File: src/rtl/grid_arb.sv
// Grid RAM arbiter: full-grid clear sequencer, display reads, and paint writes on one single-port RAM.
// Optional starvation guard for writes is enabled by defining GRID_ARB_STARVE_GUARD_EN.
module grid_arb #(
  parameter int HSIZE  = 96,
  parameter int VSIZE  = 54,
  parameter int STARVE = 4
) (
  input  logic        CLK,
  input  logic        RESET,
  input  logic        clr_start,
  input  logic        disp_req,
  input  logic [8:0]  disp_row,
  input  logic [8:0]  disp_col,
  output logic        disp_data,
  output logic        disp_valid,
  input  logic        wr_req,
  input  logic [8:0]  wr_row,
  input  logic [8:0]  wr_col,
  output logic        wr_ack,
  output logic        busy,
  output logic [12:0] mem_addr,
  output logic        mem_we,
  output logic        mem_wdata,
  input  logic        mem_rdata
);

  typedef enum logic {IDLE, CLEAR} state_t;

  localparam logic [12:0] LAST_ADDR = 13'(HSIZE * VSIZE - 1);
  localparam logic [9:0]  HLIM      = 10'(HSIZE);
  localparam logic [9:0]  VLIM      = 10'(VSIZE);

  function automatic logic [12:0] cell_addr(input logic [8:0] row, input logic [8:0] col);
    return 13'(row) * 13'(HSIZE) + 13'(col);
  endfunction

  state_t      state_q, state_d;
  logic [12:0] clr_cnt_q, clr_cnt_d;
  logic        disp_valid_q, disp_valid_d;
  logic        disp_oob_q, disp_oob_d;

  logic [12:0] addr_c;
  logic        we_c, wdata_c, ack_c, wr_grant;
  logic        starve;
  logic        wr_in_range, disp_in_range;

  assign wr_in_range   = ({1'b0, wr_row} < VLIM) && ({1'b0, wr_col} < HLIM);
  assign disp_in_range = ({1'b0, disp_row} < VLIM) && ({1'b0, disp_col} < HLIM);

`ifdef GRID_ARB_STARVE_GUARD_EN
  localparam int unsigned CW = $clog2(STARVE + 1);
  logic [CW-1:0] wait_q, wait_d;

  assign starve = (wait_q == CW'(STARVE));

  // Counts only cycles where the write lost to a display grant.
  always_comb begin
    wait_d = wait_q;
    if (wr_grant) begin
      wait_d = '0;
    end else if (state_q == IDLE && !clr_start && wr_req && !starve) begin
      wait_d = wait_q + 1'b1;
    end
  end

  always_ff @(posedge CLK) begin
    if (!RESET) wait_q <= '0;
    else        wait_q <= wait_d;
  end
`else
  assign starve = 1'b0;
`endif

  always_comb begin
    state_d      = state_q;
    clr_cnt_d    = clr_cnt_q;
    disp_valid_d = 1'b0;
    disp_oob_d   = 1'b0;
    addr_c       = '0;
    we_c         = 1'b0;
    wdata_c      = 1'b0;
    ack_c        = 1'b0;
    wr_grant     = 1'b0;
    unique case (state_q)
      IDLE: begin
        if (clr_start) begin
          state_d   = CLEAR;
          clr_cnt_d = '0;
        end else if (disp_req && !(wr_req && starve)) begin
          disp_valid_d = 1'b1;
          if (disp_in_range) addr_c = cell_addr(disp_row, disp_col);
          else               disp_oob_d = 1'b1;
        end else if (wr_req) begin
          wr_grant = 1'b1;
          ack_c    = 1'b1;
          if (wr_in_range) begin
            addr_c  = cell_addr(wr_row, wr_col);
            we_c    = 1'b1;
            wdata_c = 1'b1;
          end
        end
      end
      CLEAR: begin
        we_c   = 1'b1;
        addr_c = clr_cnt_q;
        if (clr_cnt_q == LAST_ADDR) begin
          state_d   = IDLE;
          clr_cnt_d = '0;
        end else begin
          clr_cnt_d = clr_cnt_q + 1'b1;
        end
      end
      default: state_d = IDLE;
    endcase
  end

  always_ff @(posedge CLK) begin
    if (!RESET) begin
      state_q      <= IDLE;
      clr_cnt_q    <= '0;
      disp_valid_q <= 1'b0;
      disp_oob_q   <= 1'b0;
    end else begin
      state_q      <= state_d;
      clr_cnt_q    <= clr_cnt_d;
      disp_valid_q <= disp_valid_d;
      disp_oob_q   <= disp_oob_d;
    end
  end

  // RAM read data arrives in the cycle after the grant, so disp_data is qualified by the registered grant.
  assign busy       = RESET && (state_q == CLEAR);
  assign disp_valid = RESET && disp_valid_q;
  assign disp_data  = RESET && disp_valid_q && !disp_oob_q && mem_rdata;
  assign wr_ack     = RESET && ack_c;
  assign mem_we     = RESET && we_c;
  assign mem_wdata  = RESET && wdata_c;
  assign mem_addr   = RESET ? addr_c : '0;

endmodule

File: config.mk
export PLATFORM = sky130hd
export DESIGN_NAME = grid_arb
export DESIGN_NICKNAME = d
export VERILOG_FILES = /design/src/rtl/grid_arb.sv
export SDC_FILE = /design/constraint.sdc
export NUM_CORES = 1
export LEC_CHECK = 0
export ABC_AREA = 1
export CELL_PAD_IN_SITES_DETAIL_PLACEMENT = 1
export CELL_PAD_IN_SITES_GLOBAL_PLACEMENT = 2
export CORE_AREA = 2 2 92 94
export CTS_BUF_LIST = sky130_fd_sc_hd__clkbuf_8
export CTS_CLUSTER_DIAMETER = 100
export DETAILED_ROUTE_END_ITERATION = 12
export DIE_AREA = 0 0 94 96
export PLACE_DENSITY_LB_ADDON = 0.1
export SKIP_LAST_GASP = 1
export SLEW_MARGIN = 20
export SYNTH_ARGS = -nofsm -noshare
export SYNTH_HDL_FRONTEND = slang
export SYNTH_SLANG_ARGS = --single-unit
File: constraint.sdc
create_clock -name CLK -period 8.8 [get_ports CLK]
set_clock_uncertainty 0.05 [all_clocks]
set_input_delay 2.2 -clock CLK [delete_from_list [all_inputs] [get_ports CLK]]
set_output_delay 2.2 -clock CLK [all_outputs]
set_load 0.05 [all_outputs]
==> flow_summary_export.csv <==
group,metric,value,unit
setup_path,crit_required,6.55,ns
min_path,hp-class,"register to register",
clock_network,clock_sinks,16,
synthesis,synth_area,2250,um2
timing,fin_crit_sh,88.7,%
die,die_area,9020,um2
final_layout,drive_gt1_share,8.89,%
detailed_routing,totalWireLength,7.01,mm
timing,setup_viol,0,
final_layout,final_cell_mix,"nand2_1, clkdlybuf4s50_1, inv_1",
placed_design,place.gp.congestion,0.805,
detailed_routing,avgRoutedWirePerCell,13.7,um
pwr,total_power,0.272,mW
timing,rsz0062_at_grt,"false",
timing,maxSlewHeadroom,62.0,%
final_layout,antennaDiodeCount,0,
synthesis,yosysUniqueCellTypes,40,
synthesis,synth-edff-count,0,
placed_design,portBuffers,60,
setup_path,r2r_end,"clr_cnt_q[9]",
clock_network,clk_latency,0.26,ns
die,num_io_pins,61,
clock_network,cts-root-buf,"clkbuf_8",
die,die_h,96,um
pwr,ir_drop,0.0466,mV
setup_path,start_kind,"input port",
global_route,grt_pass1_wl,11.7,mm
synthesis,synthArstFlopShare,0,%
setup_path,crit-reg2reg-launch,"clr_cnt_q[0]",
final_layout,stdcell_area,3030,um2
placed_design,dp_slack,0.950,ns
die,initial_utilization,27.9,%
setup_path,cp_max_fo,4,
placed_design,placed_area,2970,um2
timing,fin_crit,7.80,ns
synthesis,yosysSeqAreaShare,14.2,%
final_layout,n_fill_cell,1049,
detailed_routing,firstDrtPassIters,4,
clock_network,hold_buffers,0,
pwr,p_leak,1.32,nW
detailed_routing,drt_first_iter_violations,58,
detailed_routing,drcViolationCount,0,
min_path,hold_depth,2,
timing,finalSetupTns,0,ns
synthesis,syn-num-nets,414,
timing,tightest_slew,0.568,ns
die,rows,33,
clock_network,h-tree-depth,1,
synthesis,ys_ff_latch,16,
status,status,"finished clean",
clock_network,cts_buffers,3,
clock_network,cts-resized-gates,0,
synthesis,synth_top_flop_cell,"dfxtp_1",
synthesis,avgSynthCellArea,6.56,um2
pwr,power.density,89.7,nW/um2
global_route,grt-ovfl-total,0,
detailed_routing,ant_nets,0,
min_path,min-delay-start,"clr_cnt_q[0]",
global_route,grt_max_degree,15,
final_layout,syn_to_final_growth,34.6,%
timing,finalHoldViolCount,0,
clock_network,cts.clk_slew.worst_paths,0.07,ns
clock_network,postCtsSetupBuffers,0,
die,core,8050,um2
min_path,holdPathEnd,"clr_cnt_q[0]",
clock_network,cts_tree,"yes",
detailed_routing,num_vias,2414,
setup_path,crit_type,"input port to output pin",
timing,drv_slew,0,
global_route,antenna_found_initial,0,
final_layout,layout.nets,477,
setup_path,reg2reg_slack,7.01,ns
setup_path,critPathCaptureType,"output pin",
final_layout,final_util,37.6,%
placed_design,dp_hpwl,6.02,mm
run,cap_violations,0,
synthesis,synth_cells,343,
final_layout,layout_commonest_cell,"nand2_1",
die,dieWidth,94,um
global_route,grt_usage,16.2,%
timing,finalWorstSetupSlack,0.995,ns
setup_path,reg2reg_depth,10,
detailed_routing,via_per_inst,4.73,
global_route,grt_pass1_vias,2479,
clock_network,cts_max_path_buffers,2,
setup_path,critical_path_arrival,5.55,ns
timing,max_freq,0.128,GHz
synthesis,ys_warn_count,0,
-- registers in the layout, summed over array words and instances (netlist names) --
signal	count
state_q	1
clr_cnt_q	13
disp_valid_q	1
disp_oob_q	1
-- routing by layer --
| layer | global-route usage (%) | up-vias | wire (um) |
|---|---|---|---|
| met5 | 0 | - | 0 |
| li1 | - | 1269 | - |
| met4 | 1.69 | 0 | 24 |
| met2 | 26.6 | 44 | 2990 |
| met1 | 23.2 | 1097 | 3710 |
| met3 | 2.66 | 4 | 283 |
-- worst max-delay path by stage --
| stage | start | endpoint | slack, ns | cells past startpoint |
|---|---|---|---|---|
| floorplan | wr_row[0] | mem_addr[9] | 2.12 | 12 |
| global placement | wr_row[1] | mem_addr[9] | 1.04 | 14 |
| detailed placement | wr_row[1] | mem_addr[9] | 0.95 | 14 |
| CTS | wr_row[1] | mem_addr[9] | 0.94 | 14 |
| global route | wr_row[1] | mem_addr[9] | 0.76 | 14 |
| finish | wr_row[1] | mem_addr[9] | 1.0 | 14 |
-- worst max-delay path: stages --
cell             delay, ns
clkdlybuf4s50_1       0.48
ha_1                  0.26
fa_1                  0.43
xor2_1                0.18
ha_1                  0.34
nand2_1               0.08
nand2_1               0.04
a31oi_1               0.18
nor2_1                0.10
nand3b_1              0.17
o21ai_1               0.11
nand2_1               0.09
o21ai_1               0.08
clkdlybuf4s50_1       0.82
-- synthesized netlist by cell type (7+ instances only) --
cell type / count / area [um2]
o211ai_1: 7 / 52.6
o21ai_1: 11 / 55.1
nand4_1: 15 / 93.8
nor2_1: 18 / 67.6
dfxtp_1: 16 / 320
nand3_1: 29 / 145
xor2_1: 7 / 61.3
a21oi_1: 11 / 55.1
inv_1: 49 / 184
nand2_1: 89 / 334
ha_1: 25 / 313
-- area by class of cell --
type | instances | area (um2) | share of cell area (%)
clock buffer | 4 | 55.1 | 1.82
sequential | 16 | 320 | 10.6
timing repair buffer | 60 | 601 | 19.8
inverter | 57 | 216 | 7.15
multi-input combinational | 268 | 1700 | 56.3
tap | 105 | 131 | 4.34
-- cell families (layout without fill, tap and decap cells) --
logic type,Yosys count,in the layout,share of synthesized area (%)
AOI/OAI and AO/OA,48,48,13.0
xor gates and xnor gates,10,10,3.89
adders and majority gates,29,29,17.5
buffers and inverters,59,121,10.0
DFF,16,16,14.2
and+or+nand+nor,181,181,41.4
-- report_power, final --
| part | internal (mW) | total, mW | switching (mW) |
|---|---|---|---|
| clock | 0.0398 | 0.0684 | 0.0286 |
| combinational | 0.0533 | 0.128 | 0.0744 |
| sequential | 0.0741 | 0.0755 | 0.00136 |
-- metrics by stage --
stage	hold WS [ns]	instances
2_1_floorplan	0.418	343
3_5_place_dp	0.462	506
5_1_grt	0.527	510
6_report	0.475	510
3_3_place_gp	0.441	506
4_1_cts	0.472	510
Power figures use the tool's default switching activity.
